**src/rtl/rest_serial8b_if.sv**
```systemverilog
// Handshake/operand bundle for the bit-serial subtractor rest_serial8b.
// The o_Overflow signal exists only when RESTA_OVF_EN is defined.
interface rest_serial8b_if #(
  parameter int WIDTH = 8
);
  logic             i_Start;
  logic [WIDTH-1:0] i_bit1;
  logic [WIDTH-1:0] i_bit2;
  logic             i_Borrow;
  logic             o_Busy;
  logic             o_Valid;
  logic [WIDTH-1:0] o_Resta;
  logic             o_Borrow;
`ifdef RESTA_OVF_EN
  logic             o_Overflow;
`endif

  modport master (
    output i_Start, i_bit1, i_bit2, i_Borrow,
`ifdef RESTA_OVF_EN
    input  o_Overflow,
`endif
    input  o_Busy, o_Valid, o_Resta, o_Borrow
  );

  modport slave (
    input  i_Start, i_bit1, i_bit2, i_Borrow,
`ifdef RESTA_OVF_EN
    output o_Overflow,
`endif
    output o_Busy, o_Valid, o_Resta, o_Borrow
  );
endinterface

```
**src/rtl/rest_serial8b.sv**
```systemverilog
// Bit-serial subtractor computing A - B - Bin LSB first, one bit per clock.
// Optional signed-overflow output o_Overflow is enabled by macro RESTA_OVF_EN.
module rest_serial8b #(
  parameter int WIDTH = 8
) (
  input  logic           i_Clk,
  input  logic           i_Reset,
  rest_serial8b_if.slave bus
);
  localparam int CNT_W = $clog2(WIDTH);

  typedef enum logic [1:0] {
    S_IDLE  = 2'd0,
    S_SHIFT = 2'd1,
    S_DONE  = 2'd2
  } state_e;

  state_e           state_q;
  logic [WIDTH-1:0] a_q;
  logic [WIDTH-1:0] b_q;
  logic [WIDTH-1:0] res_q;
  logic [CNT_W-1:0] cnt_q;
  logic             br_q;
  logic             busy_q;
  logic             valid_q;
  logic [WIDTH-1:0] resta_q;
  logic             borrow_q;
  logic             diff_d;
  logic             br_d;
  logic [WIDTH-1:0] res_d;

  // Full-subtractor cell on the current LSBs and running borrow.
  always_comb begin
    diff_d = a_q[0] ^ b_q[0] ^ br_q;
    br_d   = (~a_q[0] & b_q[0]) | (~a_q[0] & br_q) | (b_q[0] & br_q);
    res_d  = {diff_d, res_q[WIDTH-1:1]};
  end

`ifdef RESTA_OVF_EN
  logic a_msb_q;
  logic b_msb_q;
  logic ovf_q;

  // Operand sign bits are captured at acceptance; overflow is resolved with the result.
  always_ff @(posedge i_Clk) begin
    if (i_Reset) begin
      a_msb_q <= 1'b0;
      b_msb_q <= 1'b0;
      ovf_q   <= 1'b0;
    end else if (state_q == S_IDLE && bus.i_Start) begin
      a_msb_q <= bus.i_bit1[WIDTH-1];
      b_msb_q <= bus.i_bit2[WIDTH-1];
    end else if (state_q == S_SHIFT && cnt_q == CNT_W'(WIDTH-1)) begin
      ovf_q <= (a_msb_q != b_msb_q) && (diff_d != a_msb_q);
    end
  end

  assign bus.o_Overflow = ovf_q;
`endif

  // Sequencer with registered handshake and result outputs.
  always_ff @(posedge i_Clk) begin
    if (i_Reset) begin
      state_q  <= S_IDLE;
      a_q      <= '0;
      b_q      <= '0;
      res_q    <= '0;
      cnt_q    <= '0;
      br_q     <= 1'b0;
      busy_q   <= 1'b0;
      valid_q  <= 1'b0;
      resta_q  <= '0;
      borrow_q <= 1'b0;
    end else begin
      case (state_q)
        S_IDLE: begin
          valid_q <= 1'b0;
          if (bus.i_Start) begin
            a_q     <= bus.i_bit1;
            b_q     <= bus.i_bit2;
            br_q    <= bus.i_Borrow;
            res_q   <= '0;
            cnt_q   <= '0;
            busy_q  <= 1'b1;
            state_q <= S_SHIFT;
          end
        end
        S_SHIFT: begin
          a_q   <= a_q >> 1;
          b_q   <= b_q >> 1;
          res_q <= res_d;
          br_q  <= br_d;
          if (cnt_q == CNT_W'(WIDTH-1)) begin
            // Publish on the final bit so the result is visible throughout DONE.
            resta_q  <= res_d;
            borrow_q <= br_d;
            valid_q  <= 1'b1;
            state_q  <= S_DONE;
          end else begin
            cnt_q <= cnt_q + CNT_W'(1);
          end
        end
        S_DONE: begin
          valid_q <= 1'b0;
          busy_q  <= 1'b0;
          state_q <= S_IDLE;
        end
        default: begin
          valid_q <= 1'b0;
          busy_q  <= 1'b0;
          state_q <= S_IDLE;
        end
      endcase
    end
  end

  assign bus.o_Busy   = busy_q;
  assign bus.o_Valid  = valid_q;
  assign bus.o_Resta  = resta_q;
  assign bus.o_Borrow = borrow_q;
endmodule

```
**src/flat_wrapper.sv**
```systemverilog
// flat-port wrapper written by rule: the top's interface ports become plain ports
module rest_serial8b_flat 
#(
  parameter int WIDTH = 8
)
  (i_Clk, i_Reset, bus_i_Start, bus_i_bit1, bus_i_bit2, bus_i_Borrow, bus_o_Busy, bus_o_Valid, bus_o_Resta, bus_o_Borrow);
  rest_serial8b_if #(.WIDTH(WIDTH)) bus_i ();
  input  logic i_Clk;
  input  logic i_Reset;
  input wire logic [$bits(bus_i.i_Start)-1:0] bus_i_Start;
  input wire logic [$bits(bus_i.i_bit1)-1:0] bus_i_bit1;
  input wire logic [$bits(bus_i.i_bit2)-1:0] bus_i_bit2;
  input wire logic [$bits(bus_i.i_Borrow)-1:0] bus_i_Borrow;
  output wire logic [$bits(bus_i.o_Busy)-1:0] bus_o_Busy;
  output wire logic [$bits(bus_i.o_Valid)-1:0] bus_o_Valid;
  output wire logic [$bits(bus_i.o_Resta)-1:0] bus_o_Resta;
  output wire logic [$bits(bus_i.o_Borrow)-1:0] bus_o_Borrow;
  assign bus_i.i_Start = bus_i_Start;
  assign bus_i.i_bit1 = bus_i_bit1;
  assign bus_i.i_bit2 = bus_i_bit2;
  assign bus_i.i_Borrow = bus_i_Borrow;
  assign bus_o_Busy = bus_i.o_Busy;
  assign bus_o_Valid = bus_i.o_Valid;
  assign bus_o_Resta = bus_i.o_Resta;
  assign bus_o_Borrow = bus_i.o_Borrow;
  rest_serial8b #(.WIDTH(WIDTH)) u_core (.i_Clk(i_Clk), .i_Reset(i_Reset), .bus(bus_i));
endmodule
```
**config.mk**
```make
export PLATFORM = sky130hd
export DESIGN_NAME = rest_serial8b_flat
export DESIGN_NICKNAME = d
export VERILOG_FILES = /design/src/rtl/rest_serial8b_if.sv /design/src/rtl/rest_serial8b.sv /design/src/flat_wrapper.sv
export SDC_FILE = /design/constraint.sdc
export NUM_CORES = 1
export LEC_CHECK = 0
export ABC_CLOCK_PERIOD_IN_PS = 3400
export BUFFER_PORTS_ARGS = -buffer_cell sky130_fd_sc_hd__buf_2
export CAP_MARGIN = 20
export CORE_MARGIN = 5
export CORE_UTILIZATION = 28
export DETAILED_ROUTE_END_ITERATION = 8
export GPL_ROUTABILITY_DRIVEN = 0
export PLACE_DENSITY_LB_ADDON = 0.1
export SLEW_MARGIN = 20
export SYNTH_ARGS = -nofsm -noshare
export SYNTH_HDL_FRONTEND = slang
export SYNTH_SLANG_ARGS = --single-unit
```
**constraint.sdc**
```tcl
create_clock -name i_Clk -period 3.4 [get_ports i_Clk]
set_input_delay 0.34 -clock i_Clk [delete_from_list [all_inputs] [get_ports i_Clk]]
set_output_delay 0.34 -clock i_Clk [all_outputs]
set_load 0.05 [all_outputs]
```
Word-level counts from Yosys, hierarchy flattened
Cells that the tools add are included.
{"block": "word_totals", "ff_bits": 41, "out_inout_bits": 11}
{"block": "classes", "addsub": 1, "eq_ne": 5, "mux": 16, "n_bitwise": 9, "n_reduce_logical": 8}
{"cell": "$pmux W8 S2", "n": 3}
{"cell": "$mux W8", "n": 3}
{"cell": "$reduce_and A2 Y1", "n": 4}
{"cell": "$mux W3", "n": 2}
{"cell": "$pmux W3 S2", "n": 1}
{"cell": "$mux W2", "n": 2}
{"cell": "$ne A2 B2 Y1 const B", "n": 2}
{"cell": "$pmux W1 S2", "n": 2}
{"cell": "$pmux W2 S2", "n": 1}
{"cell": "$add A3 B1 Y3 const B", "n": 1}
{"cell": "$and A1 B1 Y1", "n": 3}
{"cell": "$eq A3 B3 Y1 const B", "n": 1}
{"cell": "$reduce_and A3 Y1", "n": 1}
{"cell": "$eq A2 B1 Y1 const B", "n": 1}
{"cell": "$logic_not A2 Y1", "n": 1}
{"cell": "$mux W1", "n": 2}
{"cell": "$ne A2 B1 Y1 const B", "n": 1}
{"cell": "$not A1 Y1", "n": 2}
{"cell": "$or A1 B1 Y1", "n": 2}
{"cell": "$reduce_bool A2 Y1", "n": 1}
{"cell": "$reduce_or A2 Y1", "n": 1}
{"cell": "$xor A1 B1 Y1", "n": 2}

Depth between registers and ports, before layout
Gate-level depths: netlist (run 1).
{"block": "depth", "depth_word": 5, "depth_mapped": 5, "depth_no_buf": 5}

Worst setup path before layout (run 1)
No wires, ideal clock.
{"block": "synth_path", "path_type": "register to register", "from": "reg u_core.cnt_q[0]", "to": "reg u_core.cnt_q[1]", "arrival_ns": 1.237, "required_ns": 3.268, "path_slack_ns": 2.031, "path_stages_with_launch": 6, "path_cell_list": "dfxtp_1 -> ha_1 -> ha_1 -> or3b_1 -> nand3_1 -> a21oi_1"}
{"block": "synth_via", "elab_chain_len": 3, "word_cells_on_any_way": 6, "cone_classes": "add/sub: 1; eq/ne: 2; mux: 2; reduce/logical: 1"}
{"element": "from (decl)", "line": "rest_serial8b.sv:22", "source": "logic [CNT_W-1:0] cnt_q;"}
{"element": "from (signal assigned)", "line": "rest_serial8b.sv:100", "source": "cnt_q <= cnt_q + CNT_W'(1);"}
{"element": "$add A3 B1 Y3 or $eq A3 B3 Y1 (tied branches)", "line": "rest_serial8b.sv:100, rest_serial8b.sv:93"}
{"element": "$mux W3 or $ne A2 B2 Y1 (tied branches)"}
{"element": "$pmux W3 S2 or $reduce_and A3 Y1 (tied branches)"}
Several ways; a longest one is shown, not always the timed one. The select of a mux whose other input is x is not followed.
A chain may end at the register's enable or synchronous reset.

Worst setup path in the final report (run 1)
{"block": "layout_path", "from": "reg u_core.state_q[0]", "to": "reg u_core.a_q[0]"}
{"block": "layout_via", "elab_chain_len": 3, "word_cells_on_any_way": 6, "cone_classes": "eq/ne: 2; mux: 1; reduce/logical: 3"}
{"element": "from (decl)", "line": "rest_serial8b.sv:18", "source": "state_e state_q;"}
{"element": "from (signal assigned)", "line": "rest_serial8b.sv:64", "source": "state_q <= S_IDLE;"}
{"element": "from (signal assigned)", "line": "rest_serial8b.sv:85", "source": "state_q <= S_SHIFT;"}
{"element": "from (signal assigned)", "line": "rest_serial8b.sv:98", "source": "state_q <= S_DONE;"}
{"element": "$eq A2 B1 Y1 or $logic_not A2 Y1 (tied branches)", "line": "rest_serial8b.sv:75", "source": "case (state_q)"}
{"element": "$reduce_bool A2 Y1 (no line) or $ne A2 B2 Y1 (tied branches)"}
{"element": "$reduce_and A2 Y1 (no line)"}
{"element": "to (signal assigned)", "line": "rest_serial8b.sv:79", "source": "a_q <= bus.i_bit1;"}
{"element": "to (signal assigned)", "line": "rest_serial8b.sv:89", "source": "a_q <= a_q >> 1;"}
{"element": "to (decl)", "line": "rest_serial8b.sv:19", "source": "logic [WIDTH-1:0] a_q;"}
Several ways; a longest one is shown, not always the timed one.

==> results of run 1 <==
## state kept, by name, summed over array words and instances, names as in the netlist
register             cells
u_core.bus.o_Valid       1
u_core.res_q             7
u_core.b_q               8
u_core.br_q              1
u_core.bus.o_Resta       8
u_core.a_q               8
u_core.bus.o_Borrow      1
u_core.cnt_q             3
u_core.bus.o_Busy        1
u_core.state_q           2
## layout make-up
class	count	area [µm²]
clock buffer	6	72.6
clock inverter	1	5.00
fill	622	3950
inverter	3	11.3
multi-input combinational	133	758
sequential	40	801
tap	75	93.8
timing repair buffer	31	158
## layer usage
metal	routed length (µm)	vias up	track usage
li1	-	709	-
met1	1970	599	0.155
met2	1620	23	0.154
met3	165	7	0.0322
met4	65	0	0.0510
met5	0	-	0
## worst min path at each step
stage	from	endpoint	slack [ps]	cells after the start
floorplan	u_core.cnt_q[1]$_SDFFE_PP0P_	u_core.cnt_q[1]$_SDFFE_PP0P_	450	2
global placement	u_core.bus.o_Resta[4]$_SDFFE_PP0P_	u_core.bus.o_Resta[4]$_SDFFE_PP0P_	440	2
detailed placement	u_core.bus.o_Resta[3]$_SDFFE_PP0P_	u_core.bus.o_Resta[3]$_SDFFE_PP0P_	450	2
CTS	bus_i_bit1[5]	u_core.a_q[5]$_SDFFE_PP0P_	280	3
global route	bus_i_bit1[5]	u_core.a_q[5]$_SDFFE_PP0P_	290	3
finish	bus_i_bit1[5]	u_core.a_q[5]$_SDFFE_PP0P_	290	3
## critical path, stage by stage (launching register included)
cell      delay, ps
dfxtp_1         560
nor2b_1         640
buf_4           340
a21oi_1          90
a221oi_1        290
## logic make-up (layout without fill, tap and decap cells)
logic type | Yosys count | in the layout
and+or+nand+nor | 72 | 72
AOI/OAI and AO/OA | 56 | 56
DFF | 40 | 40
buffers and inverters | 19 | 41
adders and majority gates | 4 | 4
muxes | 1 | 1
## power breakdown
| group | total, mW | switching, mW | internal, mW |
|---|---|---|---|
| combinational | 0.109 | 0.0650 | 0.0438 |
| clock | 0.297 | 0.157 | 0.140 |
| sequential | 0.508 | 0.0169 | 0.491 |
| total | 0.914 | 0.239 | 0.675 |
## synthesized netlist by cell type, types with 2 or more instances
| master | number | area [µm²] |
|---|---|---|
| a211oi_1 | 11 | 82.6 |
| a21oi_1 | 30 | 150 |
| a22oi_1 | 8 | 60.1 |
| buf_2 | 7 | 35.0 |
| buf_4 | 3 | 22.5 |
| clkbuf_1 | 5 | 18.8 |
| dfxtp_1 | 40 | 801 |
| ha_1 | 3 | 37.5 |
| inv_1 | 3 | 11.3 |
| nand2_1 | 21 | 78.8 |
| nand2b_1 | 4 | 25.0 |
| nand3_1 | 10 | 50.1 |
| nor2_1 | 27 | 101 |
| nor3_1 | 2 | 10.0 |
| nor3b_1 | 3 | 22.5 |
| o221a_2 | 2 | 22.5 |
| or3b_1 | 3 | 26.3 |
## metrics by stage
stage | hold slack, ps | total power [mW] | utilization
2_1_floorplan | 452 | 0.602 | -
3_3_place_gp | 443 | 0.631 | 0.311
3_5_place_dp | 449 | 0.631 | 0.311
4_1_cts | 279 | 0.935 | 0.325
5_1_grt | 293 | 0.975 | 0.325
6_report | 287 | 0.914 | 0.325
==> flow_summary_export.csv, run 1 <==
group,metric,value,unit
worst_setup_path,reg2reg_slack,1390,ps
cells_and_area,fin_nets,238,
yosys,synth_fp_nets,216,
power_and_ir_drop,powerDensity,481,nW/µm²
power_and_ir_drop,p_leak,0.783,nW
floorplanning,ioPinCount,31,
sta,final.setup.tns,0,ps
route,wl_per_cell,13.2,µm
yosys,async_flop_share,0,
clocking,cts.clk_slew.worst_paths,80,ps
yosys,synth_top_family_by_area,"compound AO/OA/AOI/OAI gates",
power_and_ir_drop,ir_drop,0.222,mV
yosys,synthDistinctLibCells,27,
place,dp.cells,282,
clocking,cts_sinks,40,
cells_and_area,finalInstanceArea,1900,µm²
worst_setup_path,cp-endpoint,"u_core.a_q[0]$_SDFFE_PP0P_",
yosys,yosys.area_share.simple,0.198,
clocking,cts_resized,0,
hold_path,worst_hold_path_type,"in2reg",
yosys,synth_mux_area_frac,0.00604,
worst_setup_path,worstSetupEndpointType,"flop",
clocking,cts-root-buf,"clkbuf_8",
yosys,avgSynthCellArea,8.63,µm²
sta,hold_viol_final,0,
grt,track_usage,0.110,
yosys,ys_ff_latch,40,
grt,grt_overflow,0,
yosys,synth_edf_count,0,
grt,grt_max_degree,41,
clocking,clockBufferDepth,2,
sta,finalCriticalPeriod,2010,ps
worst_setup_path,cp_data_required_time,3590,ps
route,drcViolationCount,0,
floorplanning,die_w,86.9,µm
cells_and_area,layout_commonest_cell,"dfxtp_1",
clocking,post_cts_buffers,0,
sta,rsz0062_at_grt,"false",
route,wirelength,3820,µm
worst_setup_path,timing.rr.start,"u_core.state_q[0]$_SDFFE_PP0P_",
yosys,syn_area,1660,µm²
sta,finClkSkew,5.97,ps
worst_setup_path,path_max_fanout,17,
place,place_area,1820,µm²
cells_and_area,drive_gt1_frac,0.192,
floorplanning,row_count,28,
route,vias,1338,
sta,drv_slew,0,
yosys,synthCells,192,
yosys,synthAdderAreaFrac,0.0347,
yosys,ys_warn_count,0,
clocking,numCtsBuffers,5,
clocking,cts_hold_buf,0,
yosys,synth_compound_area_frac,0.219,
worst_setup_path,crit_type,"reg2reg",
sta,clock.fmax,497,MHz
flow_run,maxCapViolCount,0,
cells_and_area,layoutNonFillerInstCount,289,
yosys,yosysSeqAreaShare,0.483,
sta,setup_viol_count_final,0,
worst_setup_path,worstRegToRegCells,4,
cells_and_area,antenna_cells,0,
grt,grt_antenna_before_repair,0,
worst_setup_path,r2r-end,"u_core.a_q[0]$_SDFFE_PP0P_",
floorplanning,core_area,5850,µm²
sta,slew_headroom,0.400,
place,port_buffers,30,
clocking,clkLatencyLatePin,290,ps
yosys,synth_xor_area_frac,0,
worst_setup_path,cp-startpoint,"u_core.state_q[0]$_SDFFE_PP0P_",
cells_and_area,final_cell_mix,"40 x dfxtp_1, 30 x a21oi_1, 30 x buf_2, 27 x nor2_1, 21 x nand2_1",
clocking,tritoncts,"built",
route,dr.pass1.iters,4,
yosys,synth_flop_cell,"dfxtp_1",
route,ant_nets,0,
cells_and_area,area_growth,14.6,%
grt,grt_pass1_vias,1349,
place,pre_cts_ws,1330,ps
worst_setup_path,cp-start-kind,"flop",
run_status,status,"complete, no violations",
worst_setup_path,critical_path_arrival,2200,ps
place,dpl.hpwl,2530,µm
floorplanning,start_util,0.283,
route,avgViaCountPerCell,4.63,
sta,worst_slack,1390,ps
route,drt_iter0_markers,65,
sta,tightest_slew,900,ps
sta,fin_crit_sh,0.591,
floorplanning,design.die.area,7560,µm²
clocking,cts_max_level,2,
floorplanning,die_h,86.9,µm
grt,grt_pass1_wl,6490,µm
Note: power is estimated with default switching activity, not from simulation.
==> inputs of run 2 (changes only) <==
Settings changed: ABC_CLOCK_PERIOD_IN_PS 3400 to 1650.
Clock period 3.4 ns to 1.65 ns, I/O delays scaled along.
==> run 2 against run 1 <==
Net effect: clock skew rose by 1.6 ps; global-route usage increased by 0.42 points; utilization up 1.8 points; worst setup slack worse by 1200 ps; sequential cell count stayed put; sequential share of layout area down 2.2 points; routed wire length increased by 3.0%; non-clock buffer count increased by 10; clock-buffer cell count unchanged; die area unchanged; maximum frequency increased by 38%.
==> flow_summary_export.csv, run 2 (synthesized netlist as in run 1, its figures left out) <==
group,metric,value,unit
place,dpl.hpwl,2770,µm
worst_setup_path,path_max_fanout,4,
clocking,clockBufferDepth,2,
sta,final.setup.tns,0,ps
sta,finalCriticalPeriod,1460,ps
worst_setup_path,cp-start-kind,"flop",
cells_and_area,layout_commonest_cell,"dfxtp_1",
grt,grt_antenna_before_repair,0,
clocking,cts_resized,0,
worst_setup_path,worstPathCellList,"ha_1 -> ha_1 -> or3b_1 -> nand3_1 -> a21oi_1",
worst_setup_path,crit_top_cell,"ha_1",
sta,setup_viol_count_final,0,
floorplanning,die_h,86.9,µm
cells_and_area,drive_gt1_frac,0.231,
clocking,post_cts_buffers,0,
sta,slew_headroom,0.586,
grt,grt_max_degree,18,
clocking,numCtsBuffers,5,
cells_and_area,multiInputGateArea,758,µm²
route,vias,1408,
clocking,cts-root-buf,"clkbuf_8",
sta,rsz0062_at_grt,"false",
clocking,cts_sinks,40,
clocking,cts_max_level,2,
floorplanning,core_area,5850,µm²
floorplanning,row_count,28,
worst_setup_path,cp_data_required_time,1820,ps
sta,fin_crit_sh,0.883,
route,wl_per_cell,13.1,µm
clocking,cts.clk_slew.worst_paths,80,ps
clocking,clkLatencyLatePin,290,ps
clocking,tritoncts,"built",
route,drt_iter0_markers,55,
flow_run,maxCapViolCount,0,
worst_setup_path,crit_type,"reg2reg",
sta,drv_slew,0,
floorplanning,start_util,0.283,
worst_setup_path,crit_buf_inv,0,
worst_setup_path,max_stage_delay,420,ps
cells_and_area,final_util,0.343,
sta,tightest_slew,621,ps
power_and_ir_drop,ir_drop,0.410,mV
cells_and_area,area_growth,20.9,%
place,place_area,1900,µm²
cells_and_area,seq_area,801,µm²
cells_and_area,final_cell_mix,"40 x dfxtp_1, 30 x a21oi_1, 30 x buf_2, 27 x nor2_1, 21 x nand2_1",
grt,track_usage,0.115,
cells_and_area,finalInstanceArea,2000,µm²
run_status,status,"complete, no violations",
worst_setup_path,cp_slowest_cell,"or3b_1",
place,port_buffers,30,
hold_path,worst_hold_path_type,"in2reg",
worst_setup_path,critical_path_arrival,1630,ps
route,drcViolationCount,0,
clocking,cts_hold_buf,0,
cells_and_area,nFillCells,627,
sta,finClkSkew,7.56,ps
grt,grt_pass1_vias,1439,
power_and_ir_drop,powerDensity,1040,nW/µm²
route,wirelength,3930,µm
route,avgViaCountPerCell,4.69,
worst_setup_path,worstSetupEndpointType,"flop",
route,ant_nets,0,
floorplanning,die_w,86.9,µm
floorplanning,ioPinCount,31,
floorplanning,design.die.area,7560,µm²
sta,clock.fmax,687,MHz
sta,hold_viol_final,0,
grt,grt_overflow,0,
cells_and_area,fin_nets,248,
sta,hold_ws,111,ps
worst_setup_path,crit_family,"simple AND/OR/NAND/NOR gates",
grt,grt_pass1_wl,6790,µm
power_and_ir_drop,p_leak,0.847,nW
power_and_ir_drop,finalPower,2.09,mW
cells_and_area,antenna_cells,0,
route,dr.pass1.iters,4,
==> run 2: worst paths after layout <==
path	from	to	slack, ps	cells after the start
hold / removal	bus_i_bit2[2]	u_core.b_q[2]$_SDFFE_PP0P_	110	3
setup / recovery	u_core.cnt_q[0]$_SDFFE_PP0P_	u_core.cnt_q[1]$_SDFFE_PP0P_	190	5
setup reg to reg	u_core.cnt_q[0]$_SDFFE_PP0P_	u_core.cnt_q[1]$_SDFFE_PP0P_	190	5
hold reg to reg	u_core.bus.o_Resta[4]$_SDFFE_PP0P_	u_core.bus.o_Resta[4]$_SDFFE_PP0P_	460	2
==> run 2: worst min-delay path: stages <==
cell	delay, ps
buf_2	90
nand2_1	40
a211oi_1	50
==> run 2: where the power goes <==
group | leakage, nW | internal [mW] | switching [mW]
Sequential | 0.327 | 1.01 | 0.0280
Combinational | 0.464 | 0.108 | 0.146
Clock | 0.0552 | 0.449 | 0.347
Total | 0.847 | 1.57 | 0.521
==> run 2: layer usage <==
metal	GRT usage	share of wire	up-vias
li1	-	-	729
met1	0.162	0.53	645
met2	0.165	0.41	27
met3	0.0284	0.041	7
met4	0.0467	0.017	0
met5	0	0	-
==> run 2: stage by stage <==
stage / std cells / worst slack, ps
final: 300 / 194
after global routing: 300 / 75.7
after CTS: 300 / 187
after detailed placement: 292 / 200
after global placement: 292 / 210
after floorplan: 192 / 281
==> run 2: area by class of cell <==
class / instances / share of cell area
Tap cell: 75 / 0.0468
Clock buffer: 6 / 0.0362
Sequential cell: 40 / 0.400
Inverter: 3 / 0.00562
Timing Repair Buffer: 41 / 0.116
Clock inverter: 2 / 0.0175
Multi-Input combinational cell: 133 / 0.378
==> inputs of run 3 (changes only) <==
Settings changed: MAX_ROUTING_LAYER from default to met4.
==> run 3 against run 2 <==
Net effect: worst setup slack is essentially flat; first-iteration DRC count shrank 13%; critical endpoint unchanged; hold slack is essentially flat; clock-buffer cell count is the same; routed wire length shrank 0.20%; critical path type unchanged; register-to-register slack is essentially flat; final area is the same; largest power group unchanged; critical path depth is the same.
==> flow_summary_export.csv, run 3 (synthesized netlist as in run 1, its figures left out) <==
group,metric,value,unit
run_status,status,"complete, no violations",
route,dr.pass1.iters,4,
worst_setup_path,worstPathCellList,"ha_1 -> ha_1 -> or3b_1 -> nand3_1 -> a21oi_1",
sta,slew_headroom,0.586,
power_and_ir_drop,powerDensity,1040,nW/µm²
grt,busiest_layer,"met2",
grt,grt_pass1_vias,1440,
grt,grtUsageMet1,0.161,
worst_setup_path,worstSetupEndpointType,"flop",
clocking,numCtsBuffers,5,
worst_setup_path,path_max_fanout,4,
floorplanning,design.die.area,7560,µm²
sta,finalCriticalPeriod,1460,ps
grt,grt_pass1_wl,6790,µm
power_and_ir_drop,intPower,1.57,mW
power_and_ir_drop,ir_drop,0.410,mV
cells_and_area,area_growth,20.9,%
worst_setup_path,cp_data_required_time,1820,ps
hold_path,worst_hold_path_type,"in2reg",
worst_setup_path,crit_buf_inv,0,
route,avgViaCountPerCell,4.69,
route,wl_per_cell,13.1,µm
place,dpl.hpwl,2770,µm
power_and_ir_drop,p_sw_frac,0.249,
clocking,clockBufferDepth,2,
place,place_area,1900,µm²
cells_and_area,drive_gt1_frac,0.231,
worst_setup_path,crit_family,"simple AND/OR/NAND/NOR gates",
cells_and_area,layout_commonest_cell,"dfxtp_1",
clocking,cts-root-buf,"clkbuf_8",
flow_run,maxCapViolCount,0,
cells_and_area,multiInputGateArea,758,µm²
grt,grt_overflow,0,
sta,setup_viol_count_final,0,
worst_setup_path,cp_slowest_cell,"or3b_1",
grt,grtUsageMet3,0.0284,
sta,tightest_slew,621,ps
sta,hold_ws,111,ps
place,port_buffers,30,
sta,rsz0062_at_grt,"false",
sta,hold_viol_final,0,
clocking,cts_resized,0,
power_and_ir_drop,seq_power_share,0.498,
sta,drv_slew,0,
cells_and_area,seq_area,801,µm²
cells_and_area,final_cell_mix,"40 x dfxtp_1, 30 x a21oi_1, 30 x buf_2, 27 x nor2_1, 21 x nand2_1",
worst_setup_path,critical_path_arrival,1630,ps
floorplanning,row_count,28,
worst_setup_path,crit_type,"reg2reg",
route,drt_iter0_markers,48,
clocking,cts_hold_buf,0,
worst_setup_path,max_stage_delay,420,ps
clocking,cts_max_level,2,
cells_and_area,antenna_cells,0,
sta,clock.fmax,687,MHz
clocking,post_cts_buffers,0,
cells_and_area,fin_nets,248,
floorplanning,die_h,86.9,µm
route,ant_nets,0,
clocking,tritoncts,"built",
sta,finClkSkew,7.13,ps
floorplanning,die_w,86.9,µm
grt,grt_max_degree,18,
grt,grt_use_met2,0.166,
clocking,clkLatencyLatePin,290,ps
worst_setup_path,crit_top_cell,"ha_1",
floorplanning,core_area,5850,µm²
power_and_ir_drop,p_leak,0.847,nW
cells_and_area,nFillCells,627,
power_and_ir_drop,p_clk_frac,0.380,
route,wirelength,3920,µm
grt,track_usage,0.118,
sta,fin_crit_sh,0.883,
power_and_ir_drop,comb_power_share,0.122,
floorplanning,start_util,0.283,
grt,grt_antenna_before_repair,0,
clocking,cts_sinks,40,
route,drcViolationCount,0,
floorplanning,ioPinCount,31,
power_and_ir_drop,switching_power,0.520,mW
cells_and_area,finalInstanceArea,2000,µm²
clocking,cts.clk_slew.worst_paths,80,ps
route,vias,1408,
sta,final.setup.tns,0,ps
worst_setup_path,cp-start-kind,"flop",
==> run 3: through the flow <==
| stage | std cells | power (mW) | utilization | worst slack [ps] |
|---|---|---|---|---|
| 2_1_floorplan | 192 | 1.24 | - | 281 |
| 3_3_place_gp | 292 | 1.32 | 0.324 | 210 |
| 3_5_place_dp | 292 | 1.32 | 0.324 | 200 |
| 4_1_cts | 300 | 2.13 | 0.343 | 187 |
| 5_1_grt | 300 | 2.20 | 0.343 | 75.7 |
| 6_report | 300 | 2.09 | 0.343 | 194 |
==> run 3: final timing paths <==
| check | from | endpoint | slack, ps | cells past startpoint |
|---|---|---|---|---|
| setup / recovery | u_core.cnt_q[0]$_SDFFE_PP0P_ | u_core.cnt_q[1]$_SDFFE_PP0P_ | 190 | 5 |
| hold / removal | bus_i_bit2[2] | u_core.b_q[2]$_SDFFE_PP0P_ | 110 | 3 |
| setup reg to reg | u_core.cnt_q[0]$_SDFFE_PP0P_ | u_core.cnt_q[1]$_SDFFE_PP0P_ | 190 | 5 |
| hold reg to reg | u_core.bus.o_Resta[4]$_SDFFE_PP0P_ | u_core.bus.o_Resta[4]$_SDFFE_PP0P_ | 460 | 2 |
==> run 3: cell type report <==
class / instances / share of cell area
flip-flops and latches: 40 / 0.400
multi-input cells: 133 / 0.378
repair buffers: 41 / 0.116
well taps: 75 / 0.0468
clock buffers: 6 / 0.0362
clock inverters: 2 / 0.0175
inverters: 3 / 0.00562
==> run 3: worst min-delay path: cells and delay by family <==
family | cells | cell delay (ps)
buf+inv | 1 | 90
compound gates | 1 | 50
simple gates | 1 | 40
==> run 3: metal layers <==
| layer | wire length (µm) | vias up |
|---|---|---|
| met5 | 0 | - |
| li1 | - | 729 |
| met3 | 169 | 7 |
| met2 | 1620 | 29 |
| met1 | 2070 | 643 |
| met4 | 65 | 0 |
==> run 3: power by group through the flow <==
stage          Combinational (mW)  Sequential, mW  Clock (mW)
6_report                    0.254            1.04       0.795
5_1_grt                     0.288            1.05       0.865
4_1_cts                     0.259            1.04       0.827
3_5_place_dp                0.258            1.06           0
3_3_place_gp                0.257            1.06           0
2_1_floorplan               0.177            1.06           0
